## src/rtl/thumb_fetch_pkg.sv

```systemverilog
// Shared types and helpers for the Thumb fetch/align unit.
package thumb_fetch_pkg;

  typedef enum logic [1:0] {
    IDLE,
    WAIT,
    DROP
  } fetch_state_e;

  localparam logic [4:0] T32_PFX0 = 5'b11101;
  localparam logic [4:0] T32_PFX1 = 5'b11110;
  localparam logic [4:0] T32_PFX2 = 5'b11111;

  function automatic logic is_t32(input logic [15:0] hw);
    return (hw[15:11] == T32_PFX0) || (hw[15:11] == T32_PFX1) ||
           (hw[15:11] == T32_PFX2);
  endfunction

endpackage

```

## src/rtl/thumb_hw_fifo.sv

```systemverilog
// Halfword queue with 2-wide push and pop; QDEPTH must be a power of two.
module thumb_hw_fifo #(
  parameter int unsigned QDEPTH = 4,
  localparam int unsigned PW = $clog2(QDEPTH),
  localparam int unsigned CW = PW + 1
) (
  input  logic          clk,
  input  logic          rst,
  input  logic          clr,
  input  logic [1:0]    push_cnt,
  input  logic [15:0]   push_hw0,
  input  logic [15:0]   push_hw1,
  input  logic [1:0]    pop_cnt,
  output logic [CW-1:0] count,
  output logic [15:0]   head0,
  output logic [15:0]   head1
);

  logic [15:0]   mem_q [QDEPTH];
  logic [15:0]   mem_d [QDEPTH];
  logic [PW-1:0] wr_q, wr_d, rd_q, rd_d;
  logic [CW-1:0] cnt_q, cnt_d;
  logic [PW-1:0] wr_nxt, rd_nxt;

  always_comb begin
    mem_d  = mem_q;
    wr_d   = wr_q;
    rd_d   = rd_q;
    cnt_d  = cnt_q;
    wr_nxt = wr_q + PW'(1);
    rd_nxt = rd_q + PW'(1);
    if (clr) begin
      wr_d  = '0;
      rd_d  = '0;
      cnt_d = '0;
    end else begin
      if (push_cnt != 2'd0) mem_d[wr_q] = push_hw0;
      if (push_cnt == 2'd2) mem_d[wr_nxt] = push_hw1;
      wr_d  = wr_q + PW'(push_cnt);
      rd_d  = rd_q + PW'(pop_cnt);
      cnt_d = cnt_q + CW'(push_cnt) - CW'(pop_cnt);
    end
  end

  always_ff @(posedge clk or posedge rst) begin
    if (rst) begin
      mem_q <= '{default: '0};
      wr_q  <= '0;
      rd_q  <= '0;
      cnt_q <= '0;
    end else begin
      mem_q <= mem_d;
      wr_q  <= wr_d;
      rd_q  <= rd_d;
      cnt_q <= cnt_d;
    end
  end

  assign count = cnt_q;
  assign head0 = mem_q[rd_q];
  assign head1 = mem_q[rd_nxt];

endmodule

```

## src/rtl/thumb_fetch_align.sv

```systemverilog
// Fetches 32-bit words, queues halfwords and presents aligned Thumb instructions.
// Define THUMB_FETCH_PERF_EN to add the stall_cnt performance counter output.
module thumb_fetch_align
  import thumb_fetch_pkg::*;
#(
  parameter int unsigned QDEPTH = 4
) (
  input  logic        clk,
  input  logic        rst,
  input  logic        flush,
  input  logic [31:0] flush_pc,
  output logic        mem_req,
  output logic [31:0] mem_addr,
  input  logic        mem_rvalid,
  input  logic [31:0] mem_rdata,
  output logic [31:0] inst,
  output logic [31:0] inst_pc,
  output logic        inst_is32,
  output logic        inst_valid,
  input  logic        inst_ready
`ifdef THUMB_FETCH_PERF_EN
  ,
  output logic [31:0] stall_cnt
`endif
);

  localparam int unsigned CW = $clog2(QDEPTH) + 1;

  fetch_state_e  state_q, state_d;
  logic [31:0]   fetch_addr_q, fetch_addr_d;
  logic [31:0]   pc_q, pc_d;
  logic          skip_lo_q, skip_lo_d;

  logic          fifo_clr;
  logic [1:0]    push_cnt, pop_cnt;
  logic [15:0]   push_hw0, push_hw1;
  logic [CW-1:0] fifo_count, cnt_after;
  logic [15:0]   head0, head1;
  logic          head_is32, xfer, req_ok;

  thumb_hw_fifo #(.QDEPTH(QDEPTH)) u_fifo (
    .clk      (clk),
    .rst      (rst),
    .clr      (fifo_clr),
    .push_cnt (push_cnt),
    .push_hw0 (push_hw0),
    .push_hw1 (push_hw1),
    .pop_cnt  (pop_cnt),
    .count    (fifo_count),
    .head0    (head0),
    .head1    (head1)
  );

  always_comb begin
    head_is32  = is_t32(head0);
    inst_valid = head_is32 ? (fifo_count > CW'(1)) : (fifo_count != '0);
    xfer       = inst_valid && inst_ready && !flush;
    pop_cnt    = xfer ? (head_is32 ? 2'd2 : 2'd1) : 2'd0;
    inst       = '0;
    if (inst_valid) inst = head_is32 ? {head0, head1} : {head0, 16'h0000};
    inst_is32  = (fifo_count != '0) && head_is32;
    // Free-slot rule counts this cycle's pop, which is what keeps the queue from overflowing.
    cnt_after  = fifo_count - CW'(pop_cnt);
    req_ok     = cnt_after <= CW'(QDEPTH - 2);
  end

  always_comb begin
    state_d      = state_q;
    fetch_addr_d = fetch_addr_q;
    pc_d         = pc_q;
    skip_lo_d    = skip_lo_q;
    fifo_clr     = 1'b0;
    push_cnt     = 2'd0;
    push_hw0     = mem_rdata[15:0];
    push_hw1     = mem_rdata[31:16];
    mem_req      = 1'b0;
    if (flush) begin
      fifo_clr     = 1'b1;
      fetch_addr_d = flush_pc & 32'hFFFF_FFFC;
      pc_d         = flush_pc & 32'hFFFF_FFFE;
      skip_lo_d    = flush_pc[1];
      // A response still in flight must be discarded unless it is arriving right now.
      state_d      = ((state_q != IDLE) && !mem_rvalid) ? DROP : IDLE;
    end else begin
      if (xfer) pc_d = pc_q + (head_is32 ? 32'd4 : 32'd2);
      case (state_q)
        IDLE: begin
          if (!rst && req_ok) begin
            mem_req = 1'b1;
            state_d = WAIT;
          end
        end
        WAIT: begin
          if (mem_rvalid) begin
            state_d      = IDLE;
            fetch_addr_d = fetch_addr_q + 32'd4;
            skip_lo_d    = 1'b0;
            if (skip_lo_q) begin
              push_cnt = 2'd1;
              push_hw0 = mem_rdata[31:16];
            end else begin
              push_cnt = 2'd2;
            end
          end
        end
        DROP: begin
          if (mem_rvalid) state_d = IDLE;
        end
        default: state_d = IDLE;
      endcase
    end
  end

  always_ff @(posedge clk or posedge rst) begin
    if (rst) begin
      state_q      <= IDLE;
      fetch_addr_q <= '0;
      pc_q         <= '0;
      skip_lo_q    <= 1'b0;
    end else begin
      state_q      <= state_d;
      fetch_addr_q <= fetch_addr_d;
      pc_q         <= pc_d;
      skip_lo_q    <= skip_lo_d;
    end
  end

  assign mem_addr = fetch_addr_q;
  assign inst_pc  = pc_q;

`ifdef THUMB_FETCH_PERF_EN
  logic [31:0] stall_cnt_q, stall_cnt_d;

  always_comb begin
    stall_cnt_d = stall_cnt_q;
    if (inst_ready && !inst_valid && (stall_cnt_q != '1)) stall_cnt_d = stall_cnt_q + 32'd1;
  end

  always_ff @(posedge clk or posedge rst) begin
    if (rst) stall_cnt_q <= '0;
    else     stall_cnt_q <= stall_cnt_d;
  end

  assign stall_cnt = stall_cnt_q;
`endif

endmodule
```

## config.mk

```make
export PLATFORM = sky130hd
export DESIGN_NAME = thumb_fetch_align
export DESIGN_NICKNAME = d
export VERILOG_FILES = /design/src/rtl/thumb_fetch_pkg.sv /design/src/rtl/thumb_hw_fifo.sv /design/src/rtl/thumb_fetch_align.sv
export SDC_FILE = /design/constraint.sdc
export NUM_CORES = 1
export LEC_CHECK = 0
export ABC_AREA = 1
export BUFFER_PORTS_ARGS = -buffer_cell sky130_fd_sc_hd__buf_2
export CORE_MARGIN = 2
export CORE_UTILIZATION = 62
export CTS_CLUSTER_SIZE = 25
export DETAILED_ROUTE_END_ITERATION = 8
export PLACE_DENSITY_LB_ADDON = 0.1
export SETUP_SLACK_MARGIN = 0.05
export SLEW_MARGIN = 20
export SYNTH_ARGS = -nofsm -noshare
export SYNTH_HDL_FRONTEND = slang
export SYNTH_SLANG_ARGS = --single-unit
```

## constraint.sdc

```tcl
create_clock -name clk -period 10.1 [get_ports clk]
set_input_delay 0.505 -clock clk [delete_from_list [all_inputs] [get_ports clk]]
set_output_delay 0.505 -clock clk [all_outputs]
set_load 0.005 [all_outputs]
```

# Yosys cells after proc, flatten, opt, wreduce, memory -nomap -nowiden
# Index checks and enable logic that the tools add are counted.
# totals
memories,0
romBits,0
latchBits,0
register_bits,138
elab_cells,111
ramBits,0
output_inout_bits,99
# classes
mux,49
n_shift,0
n_mul,0
div_mod_pow,0
magnitude_cmp,8
reduce_logical,22
bitwise_logic,4
n_eq_ne,8
n_addsub,9
# ops
operator,n
two-way mux 32 bit,6
two-way mux 64 bit,3
two-way mux 16 bit,11
bitwise mux 64 bit,2
binary-select mux 16 bit (select 2 bit),2
demux 16 bit (select 2 bit),2
adder 32 x 3 -> 32 bit,1
adder 32 x 3 -> 32 bit (second input constant),1
two-way mux 2 bit,12
== test 5 bit (second input constant),3
>= comparator 3 bit (second input constant),4
inverter 2 -> 3 bit,4
nonzero test 2 bit,5
two-way mux 1 bit,8
logical AND 1 bit,7
< comparator 3 x 1 -> 1 bit (second input constant),2
two-way mux 3 bit,2
subtractor 3 x 2 -> 3 bit,2
adder 2 x 1 -> 2 bit (second input constant),2
adder 2 bit,2
== test 2 bit (second input constant),2
one-hot mux 2 bit (2 select lines),1
AND reduction 2 bit,2
adder 3 x 2 -> 3 bit,1
10 further kinds,13

# Depth between registers and ports, before layout
# logic_depth
depth_word,17
depth_mapped,25

# Modules after synthesis
# From an unflattened synthesis, not the netlist that was laid out.
# unflattened
cells_unflattened,1834
hier_area_um2,10956.8
# by_module_without_submodules
mod,area_per_inst_um2,instances,seq_area_each_um2,cells_each
thumb_hw_fifo,5642.9,1,1776.7,962
thumb_fetch_align,5313.8,1,1601.5,872

# Worst setup path after synthesis
# No wires, ideal clock.
# synth_timing
kind,input -> output
startpoint,input port rst
endpoint,output port mem_req
stages,3
t_arrival_ns,3.759
slack_ns,5.836
cell_sequence,inv_1 nand2_1 nor2_1
# synth_via
elab_chain_len,5
# synth_lines
item,line,source
"start, declared",thumb_fetch_align.sv:9,"input logic rst,"
zero test 1 bit (no line),-,
logical AND 1 bit,thumb_fetch_align.sv:88,if (!rst && req_ok) begin
two-way mux 1 bit,thumb_fetch_align.sv:88,
two-way mux 1 bit,thumb_fetch_align.sv:86,case (state_q)
two-way mux 1 bit,thumb_fetch_align.sv:77,if (flush) begin
"end, declared",thumb_fetch_align.sv:12,"output logic mem_req,"
# No other way between the ends.

# Final worst setup path
# layout_timing
startpoint,register u_fifo.rd_q[0]
endpoint,output port mem_req
# layout_via
elab_chain_len,17
# layout_lines
item,line,source
"start, declared",thumb_hw_fifo.sv:21,"logic [PW-1:0] wr_q, wr_d, rd_q, rd_d;"
"start signal, assigned",thumb_hw_fifo.sv:54,rd_q <= rd_d;
inverter 2 -> 3 bit (not written as such) (*),thumb_hw_fifo.sv:60,assign head0 = mem_q[rd_q];
binary-select mux 16 bit (select 2 bit) (*),thumb_hw_fifo.sv:60,
two-way mux 16 bit (not written as such) (*) (2 in a row),thumb_hw_fifo.sv:60,
== test 5 bit,thumb_fetch_pkg.sv:15,return (hw[15:11] == T32_PFX0) || (hw[15:11] == T32_PFX1) ||
logical OR 1 bit,thumb_fetch_pkg.sv:15,
logical OR 1 bit (*),thumb_fetch_pkg.sv:15,
two-way mux 1 bit,thumb_fetch_align.sv:56,inst_valid = head_is32 ? (fifo_count > CW'(1)) : (fifo_count != '0);
logical AND 1 bit (2 in a row),thumb_fetch_align.sv:57,xfer = inst_valid && inst_ready && !flush;
two-way mux 2 bit (*),thumb_fetch_align.sv:58,pop_cnt = xfer ? (head_is32 ? 2'd2 : 2'd1) : 2'd0;
subtractor 3 x 2 -> 3 bit (*),thumb_fetch_align.sv:63,cnt_after = fifo_count - CW'(pop_cnt);
less-or-equal comparator 3 x 2 -> 1 bit (*),thumb_fetch_align.sv:64,req_ok = cnt_after <= CW'(QDEPTH - 2);
logical AND 1 bit (*),thumb_fetch_align.sv:88,
two-way mux 1 bit (*),thumb_fetch_align.sv:88,
two-way mux 1 bit (*),thumb_fetch_align.sv:86,
two-way mux 1 bit (*),thumb_fetch_align.sv:77,
# Mark *: on every way between the ends. The rest lies on a longest branch, timed or not. The select of a mux whose other input is x is not followed.

==> summary.txt <==
ys async rst share -> 1.00
pin count of the biggest net entering global routing -> 106
commonest non-fill, non-tap cell in the layout -> nand2_1
antenna violations before repair -> 0
Cells after Synth -> 1354
utilization after layout -> 0.717
Worst Skew -> 0.00585 ns
Sw Pwr -> 0.000880 W
clk slew on worst S/H paths -> 0.06 ns
part of the power in the clock network -> 0.279
Initial Utilization -> 0.628
Gate power share -> 0.358
worst min path class -> in2async
max cap viols -> 0
fin. max-slew vios -> 0
peak supply drop -> 0.139 mV
Post-CTS Hold Fix Bufs -> 0
Sink Count -> 135
Routed WL per cell -> 18.2 um
Fin. Hold Viols -> 0
Synth cell types -> 50
WP data required -> 9.60 ns
GRT overflow -> 0
Top FF cell, synth -> dfrtp_1
Worst Setup Start Kind -> flip-flop
critical path class -> reg2out
P_leak -> 5.21 nW
Tcrit/Tclk final -> 0.426
PostCTS Resize Cnt -> 0
DRT iter0 DRCs -> 1125
status -> complete, no violations
share of cells above drive strength 1 -> 0.161
largest family of logic cells by synthesized area -> simple AND/OR/NAND/NOR gates
post-synthesis simple-gate area fraction -> 0.269
Chip Width -> 128 um
crit path DAT -> 3.80 ns
unrepaired setup endpoints after global routing -> false
Synth Area per Inst -> 7.00 um^2
post-synthesis mux area share -> 0.0169
Adder-Cell Fraction of Synth Area -> 0.0203
Worst Tran Pin Value -> 1.07 ns
DRC Markers -> 0
num rows -> 45
CP endpoint kind -> output pin
DPL Wire Length -> 19.7 mm
via count -> 10143
Routability Congestion -> 0.954
slew margin rel. -> 0.290
Clk Latency, worst-skew pair -> 0.43 ns
port bufs -> 163
Yosys warning total -> 0
Yosys reg bits -> 135
area of the mapped netlist -> 9470 um^2
fin crit period -> 4.30 ns
die height -> 128 um
routed vias/inst -> 6.06
Achievable Freq -> 0.233 GHz
Power Dens Cells -> 208 nW/um^2
Layout area overhead -> 14.2%
Routed WL -> 30.4 mm
global-route wire length before repair -> 47.9 mm
final setup fails -> 0
worst-path maximum fanout -> 51
CORE AREA -> 15100 um^2
Die ar. -> 16300 um^2
number of global-route vias before repair -> 9520
nets -> 1555
Setup TNS -> 0 ns
hold_ws -> 0.198 ns
TritonCTS buffer count -> 17
CTS Buffer Depth -> 2
drt first pass iters -> 7
Routed Antenna Nets -> 0
Ports -> 168
worst r2r path cells -> 9
number of synthesized flops with an enable pin -> 0
Switching Share -> 0.391
Seq/Total Area, Yosys -> 0.357
H-tree lvl count -> 4
Int Power -> 0.00137 W
most frequent cells in the layout -> nand2_1 (249), nor2_1 (200), buf_2 (163)
sequential power share -> 0.362
Compound-Gate Fraction of Synth Area -> 0.204
root buf cell -> clkbuf_16
CTS tree -> done
# Post-CTS Setup Buffers -> 0
Post-Synth XOR/XNOR Area -> 0.0342
Total GRT Usage -> 0.375
## final timing paths
| kind | from | endpoint | slack (ns) |
|---|---|---|---|
| min reg2reg | state_q[1] | state_q[1] | 0.50 |
| max | u_fifo.rd_q[0] | mem_req | 5.80 |
| min | rst | u_fifo.mem_q[27] | 0.20 |
| max in group asynchronous | rst | mem_addr[17] | 8.67 |
| max reg2reg | state_q[1] | u_fifo.mem_q[25] | 5.94 |
| min in group clk | mem_rvalid | state_q[1] | 0.30 |
## cell usage after synthesis, types with 3 or more instances
master | count | area (um^2)
nor3_1 | 24 | 120
buf_4 | 5 | 37.5
o21ai_0 | 145 | 726
buf_1 | 7 | 26.3
ha_1 | 9 | 113
inv_1 | 148 | 556
fa_1 | 4 | 80.1
dfrtp_1 | 135 | 3380
o21ai_1 | 8 | 40.0
a221oi_1 | 16 | 140
nand4_1 | 10 | 62.6
o211ai_1 | 9 | 67.6
nor2_1 | 200 | 751
nand2_1 | 249 | 935
xor2_1 | 26 | 228
mux2i_1 | 16 | 160
nand3_1 | 64 | 320
nand3_2 | 8 | 80.1
a21boi_0 | 3 | 22.5
a31oi_1 | 5 | 31.3
nand2_2 | 13 | 81.3
o22ai_1 | 64 | 400
o221ai_1 | 3 | 26.3
clkbuf_1 | 46 | 173
a21oi_1 | 83 | 415
xnor2_1 | 11 | 96.3
o21bai_1 | 3 | 22.5
buf_6 | 6 | 67.6
buf_2 | 6 | 30.0
## layer usage
layer | wire (um) | track usage | share of wire
met1 | 11600 | 0.467 | 0.38
met2 | 14400 | 0.616 | 0.47
met3 | 2810 | 0.0653 | 0.093
met4 | 1640 | 0.221 | 0.054
met5 | 0 | 0 | 0
## flip-flops by register name, indices dropped and copies added, names as in the netlist
register      cells
u_fifo.mem_q     64
u_fifo.wr_q       2
state_q           2
u_fifo.count      3
mem_addr         30
u_fifo.rd_q       2
inst_pc          31
skip_lo_q         1
## cells by family after synthesis
logic type	Yosys count
AO/OA/AOI/OAI	344
buffers and inverters	223
other	1
adder cells (fa/ha/maj)	13
AND/OR/NAND/NOR	585
multiplexers	16
XOR/XNOR	37
flip-flops	135
## through the flow
stage / instance area, um^2 / setup slack, ns / power, W / cells
finish: 10800 / 5.80 / 0.00225 / 1675
detailed placement: 10200 / 5.86 / 0.00160 / 1642
floorplan: 9480 / 5.84 / 0.00136 / 1356
CTS: 10800 / 5.81 / 0.00223 / 1674
global route: 10800 / 5.56 / 0.00239 / 1674
global placement: 10200 / 5.97 / 0.00158 / 1642
## power by group through the flow
stage | registers [W] | logic [W] | clock network, W
6_report | 0.000815 | 0.000806 | 0.000628
5_1_grt | 0.000833 | 0.000901 | 0.000654
4_1_cts | 0.000810 | 0.000797 | 0.000625
3_5_place_dp | 0.000816 | 0.000789 | 0
3_3_place_gp | 0.000812 | 0.000763 | 0
2_1_floorplan | 0.000793 | 0.000569 | 0
## worst max-delay path, stage by stage (launching register included)
cell	delay, ns
dfrtp_1	0.40
buf_4	0.49
nand2_1	0.13
o211ai_1	0.15
nand2_1	0.14
nand3_4	0.14
nand2_2	0.07
nand2_4	0.10
nand2_8	0.08
nor2_8	0.24
nand2_1	0.08
inv_1	0.08
ha_1	0.18
inv_1	0.06
fa_1	0.37
xnor2_1	0.14
a21oi_1	0.16
nand2_1	0.09
nor2_1	0.12
buf_2	0.12
## cell type report
type	instances	area (um^2)
antenna	1	2.50
clock buffer	23	488
clock inverter	9	97.6
fill	1297	4270
inverter	152	586
multi-input combinational	998	5170
sequential	135	3380
tap	188	235
timing repair buffer	169	861
Power figures use the tool's default switching activity.
